==> src/rtl/instr_sequencer.sv <==
// Multi-cycle instruction sequencer: fetches into the IR, then steps the ALU
// execute and register-file writeback strobes per opcode class.
module instr_sequencer #(
    parameter int unsigned ADDR_W = 8
) (
    input  logic              clk,
    input  logic              rst,
    input  logic              start,
    output logic              imem_req,
    output logic [ADDR_W-1:0] imem_addr,
    input  logic [31:0]       imem_rdata,
    input  logic              imem_valid,
    output logic [31:0]       ir,
    output logic [ADDR_W-1:0] pc,
    output logic              alu_en,
    output logic              alu_src_imm,
    output logic              rf_we,
    output logic              busy,
    output logic              halted,
    output logic              illegal_op
);

    localparam int unsigned OPC_W = 7;

    typedef enum logic [2:0] {
        S_IDLE,
        S_FETCH,
        S_DECODE,
        S_EXECUTE,
        S_WRITEBACK,
        S_HALT
    } state_t;

    state_t           state;
    logic [OPC_W-1:0] opcode;

    assign opcode    = ir[31:25];
    assign imem_addr = pc;

    // Every output is updated together with the state it belongs to, so the
    // strobes are registered and aligned with the state they describe.
    always_ff @(posedge clk) begin
        if (rst) begin
            state       <= S_IDLE;
            pc          <= '0;
            ir          <= '0;
            alu_en      <= 1'b0;
            rf_we       <= 1'b0;
            alu_src_imm <= 1'b0;
            imem_req    <= 1'b0;
            busy        <= 1'b0;
            halted      <= 1'b0;
            illegal_op  <= 1'b0;
        end else begin
            alu_en <= 1'b0;
            rf_we  <= 1'b0;
            unique case (state)
                S_IDLE: begin
                    if (start) begin
                        state    <= S_FETCH;
                        imem_req <= 1'b1;
                        busy     <= 1'b1;
                    end
                end
                S_FETCH: begin
                    if (imem_valid) begin
                        ir       <= imem_rdata;
                        imem_req <= 1'b0;
                        state    <= S_DECODE;
                    end
                end
                S_DECODE: begin
                    alu_src_imm <= (opcode == OPC_W'(6)) || (opcode == OPC_W'(7));
                    if (opcode == OPC_W'(1)) begin
                        state  <= S_HALT;
                        busy   <= 1'b0;
                        halted <= 1'b1;
                    end else if (opcode == OPC_W'(0) || opcode > OPC_W'(7)) begin
                        // Illegal opcodes retire as NOPs but leave a sticky flag.
                        if (opcode > OPC_W'(7)) begin
                            illegal_op <= 1'b1;
                        end
                        pc       <= pc + ADDR_W'(1);
                        imem_req <= 1'b1;
                        state    <= S_FETCH;
                    end else begin
                        alu_en <= 1'b1;
                        state  <= S_EXECUTE;
                    end
                end
                S_EXECUTE: begin
                    rf_we <= 1'b1;
                    state <= S_WRITEBACK;
                end
                S_WRITEBACK: begin
                    pc       <= pc + ADDR_W'(1);
                    imem_req <= 1'b1;
                    state    <= S_FETCH;
                end
                S_HALT: begin
                    if (start) begin
                        halted   <= 1'b0;
                        busy     <= 1'b1;
                        pc       <= '0;
                        imem_req <= 1'b1;
                        state    <= S_FETCH;
                    end
                end
                default: begin
                    state    <= S_IDLE;
                    imem_req <= 1'b0;
                    busy     <= 1'b0;
                    halted   <= 1'b0;
                end
            endcase
        end
    end

endmodule

==> config.mk <==
export PLATFORM = sky130hd
export DESIGN_NAME = instr_sequencer
export DESIGN_NICKNAME = d
export VERILOG_FILES = /design/src/rtl/instr_sequencer.sv
export SDC_FILE = /design/constraint.sdc
export NUM_CORES = 1
export LEC_CHECK = 0
export ABC_CLOCK_PERIOD_IN_PS = 1600
export BUFFER_PORTS_ARGS = -buffer_cell sky130_fd_sc_hd__buf_2
export CAP_MARGIN = 10
export CORE_ASPECT_RATIO = 0.75
export CORE_UTILIZATION = 42
export CTS_CLUSTER_SIZE = 25
export DETAILED_ROUTE_END_ITERATION = 10
export GPL_TIMING_DRIVEN = 0
export PLACE_DENSITY_LB_ADDON = 0.3
export SYNTH_ARGS = -nofsm -noshare
export SYNTH_HDL_FRONTEND = slang
export SYNTH_SLANG_ARGS = --single-unit
==> constraint.sdc <==
create_clock -name clk -period 1.6 [get_ports clk]
set_input_delay 0.08 -clock clk [delete_from_list [all_inputs] [get_ports clk]]
set_output_delay 0.08 -clock clk [all_outputs]
set_load 0.01 [all_outputs]
==> results.md <==
* Top-count cell post-synth: nand2_1
* R2R cell count at 4
* DP Wirelength at approximately 3700 um
* Die area at 5330 um^2
* Status: finished with violations
* Fin Setup TNS at -0.0296 ns
* Synth top area cells: dfxtp_1, nand2_1, a21oi_1
* Vias in the first global route at about 2000
* Data required, critical path at ~1.8 ns
* Core Area at 4650 um^2
* Min Clock Period, post-route at between 1.5 and 2 ns
* Reg2reg end: imem_addr[7]$_SDFFE_PP0P_
* Final hold slack at -0.00200 ns
* Clk_lat worst skew at 0.30 ns
* Synth Register Bits at 50
* Row cnt at 21
* TritonCTS Buffers at 5
* CP max stage delay at ~0.5 ns
* Routability cong. at between 0.8 and 0.9
* Synth top area share at 0.473
* Global-route wire length before repair at about 8500 um
* CP Cell Sequence: or4_4 -> a21o_4 -> a211oi_2 -> mux2i_1
* Setup violators final at 1
* I/O pins at about 90
* Slew Viols, Final at 0
* Worst EP arrival at approximately 1.9 ns
* Hold path cells at 3
* CTS Root Cell: clkbuf_8
* Reg-to-Reg Start: ir[27]$_SDFFE_PP0P_
* Die Span Y at 63.5 um
* Worst Setup Path Type: reg -> reg
* Maximum fanout along the worst path at 7
* Layout Skew at about 0.006 ns
* Cell total after placement at 413
* Die width at around 84 um
* Failing checks: DRC, hold timing, setup timing
* Post-route ant nets at 0
* Internal power at 0.00179 W
* Pre-CTS setup slack at -0.111 ns
* Max Cap Viol at 0
* Post-Syn Nets at 304
* FF-to-FF setup slack at -0.03 ns
* Syn_area_per_cell at 7.93 um^2
* Sequential fraction of the synthesis area at 0.473
* Mapped cell area at approximately 2100 um^2
* Fin crit share at 1.02
* CP startpoint kind: flop
* Measured slew at the worst slew-check pin at between 0.5 and 0.6 ns
* DR vias/cell at ~5.1
* Worst Hold Class: in -> reg
* H-tree levels at 2
* Sw Ratio at 0.262
* Grt ovf at 0
* Drc violations at 12
* Synth Warn # at 0
* NetSw at approximately 0.00064 W
* Post-synth EDFFs at 0
* DRT Pass-1 Iters at 8
* Max Buffers Root-to-Sink at 2
* Clock sink count at 50
* Area Overhead vs Synth at 35.4%
* Port bufs at between 80 and 90
* Post-synthesis cell count at 267
* Antenna cells at 0
* Hold Fails Final Rpt at 1
* Gate power share at 0.142
* Total number of vias at between 2000 and 2500
* Synth async-reset ratio at 0
* CTS tree: done
* Cell taking the most area after synthesis: dfxtp_1
* Most instantiated cells after synthesis: nand2_1, dfxtp_1, a21oi_1
* Hold Path End: ir[28]$_SDFFE_PP0P_
* Per-cell routed wire length at approximately 13 um
* RSZ-0062 raised after global routing: true
* PD cells at 846 nW/um^2
* WP buf/inv at 0
* Share of cells above drive strength 1 at 0.369
* Non-Filler Instances at 426
* Largest net degree at the start of global routing at 15
* Fmax at 0.614 GHz
* Post-layout worst setup margin at -0.0296 ns
* Clock transition at the registers of the reported paths at ~0.090 ns
* Critical path's slowest cell: or4_4
* Clock share of power at 0.314
* Leak pwr at about 1.3 nW
* Initial antenna violation count at 0
* Initial DRC count at around 120
* Max transition margin at 0.623
* Final net count at ~400
* Overall Global Routing Usage at 0.197
* Routed WL at ~5400 um
* HP Start: imem_rdata[28]
* Prevailing post-synth register cell: dfxtp_1
* VDD IR-drop max at about 0.46 mV
* CP Capture Type: flop
* Sequential share of power at 0.544
* Initial cell density of the core at 0.455
* Synth cell types at 37
* Crit path max-delay family: simple AND/OR/NAND/NOR gates
-- sequential cells by signal (all words and copies together) (netlist names) --
register,flops
imem_addr,8
alu_en,1
state,3
imem_req,1
busy,1
alu_src_imm,1
ir,32
rf_we,1
halted,1
illegal_op,1
-- power by group through the flow --
stage          Sequential [W]  Clock [W]  Combinational, W
2_1_floorplan         0.00136          0          0.000159
3_3_place_gp          0.00135          0          0.000293
3_5_place_dp          0.00135          0          0.000300
4_1_cts               0.00132   0.000777          0.000320
5_1_grt               0.00133   0.000825          0.000378
6_report              0.00132   0.000761          0.000344
-- layout by cell type (no fill, tap or decap), types with 3 or more instances in the layout --
master	instances
a21oi_1	44
nor2_1	10
clkbuf_1	7
clkbuf_8	6
buf_2	93
dfxtp_1	45
buf_4	11
clkbuf_4	3
nand3_1	3
mux2i_1	6
nand2b_1	9
o211ai_1	3
dfxtp_2	3
nor3_1	3
nand2_1	75
inv_1	6
-- through the flow --
stage               power (W)  instance area (um^2)   util
floorplan             0.00152                  2120      -
global placement      0.00164                  2630  0.566
detailed placement    0.00165                  2630  0.566
CTS                   0.00241                  2790  0.599
global route          0.00253                  2870  0.616
finish                0.00243                  2870  0.616
-- metal layers --
layer	part of all wire	up-vias	track usage
met5	0	-	0
met4	0.0080	0	0.0582
met3	0.079	7	0.0577
met2	0.45	86	0.328
met1	0.47	989	0.249
li1	-	1093	-
-- layout make-up --
type	count	area [um^2]
timing repair buffer	94	488
buffer	23	135
tap	57	71.3
multi-input combinational	188	1050
sequential	50	1010
clock inverter	1	5.00
clock buffer	7	86.3
inverter	6	22.5
fill	439	1780
-- how the worst max path moves through the flow --
stage	startpoint	endpoint	slack, ns	cells after the start
final	ir[27]$_SDFFE_PP0P_	imem_addr[7]$_SDFFE_PP0P_	-0.03	4
after global routing	ir[27]$_SDFFE_PP0P_	imem_addr[7]$_SDFFE_PP0P_	-0.08	4
after CTS	ir[25]$_SDFFE_PP0P_	imem_addr[7]$_SDFFE_PP0P_	-0.05	4
after detailed placement	state[1]$_SDFFE_PP0P_	ir[16]$_SDFFE_PP0P_	-0.11	6
after global placement	state[0]$_SDFFE_PP0P_	imem_addr[0]$_SDFFE_PP0P_	-0.07	5
after floorplan	ir[26]$_SDFFE_PP0P_	imem_addr[7]$_SDFFE_PP0P_	0.006	4
-- tightest hold or removal path, stage by stage --
cell,delay (ns)
buf_2,0.09
nand2_1,0.04
a21oi_1,0.05
-- repair_timing --
| item | in CTS | in global routing |
|---|---|---|
| setup endpoints to repair | 41 | 43 |
| endpoints found under the hold margin | 1 | 1 |
| resized for setup | 13 | 24 |
| cloned | 0 | 0 |
| hold buffers | 1 | 1 |
| setup buffers | 3 | 0 |
| pin swaps | 2 | 1 |
-- kinds of logic after synthesis --
group / Yosys count / synth area share
compound gates: 63 / 0.174
fa+ha+maj: 1 / 0.00591
xor+xnor: 1 / 0.00414
simple gates: 117 / 0.248
mux: 6 / 0.0284
buf+inv: 29 / 0.0668
flops: 50 / 0.473
Power figures use the tool's default switching activity.
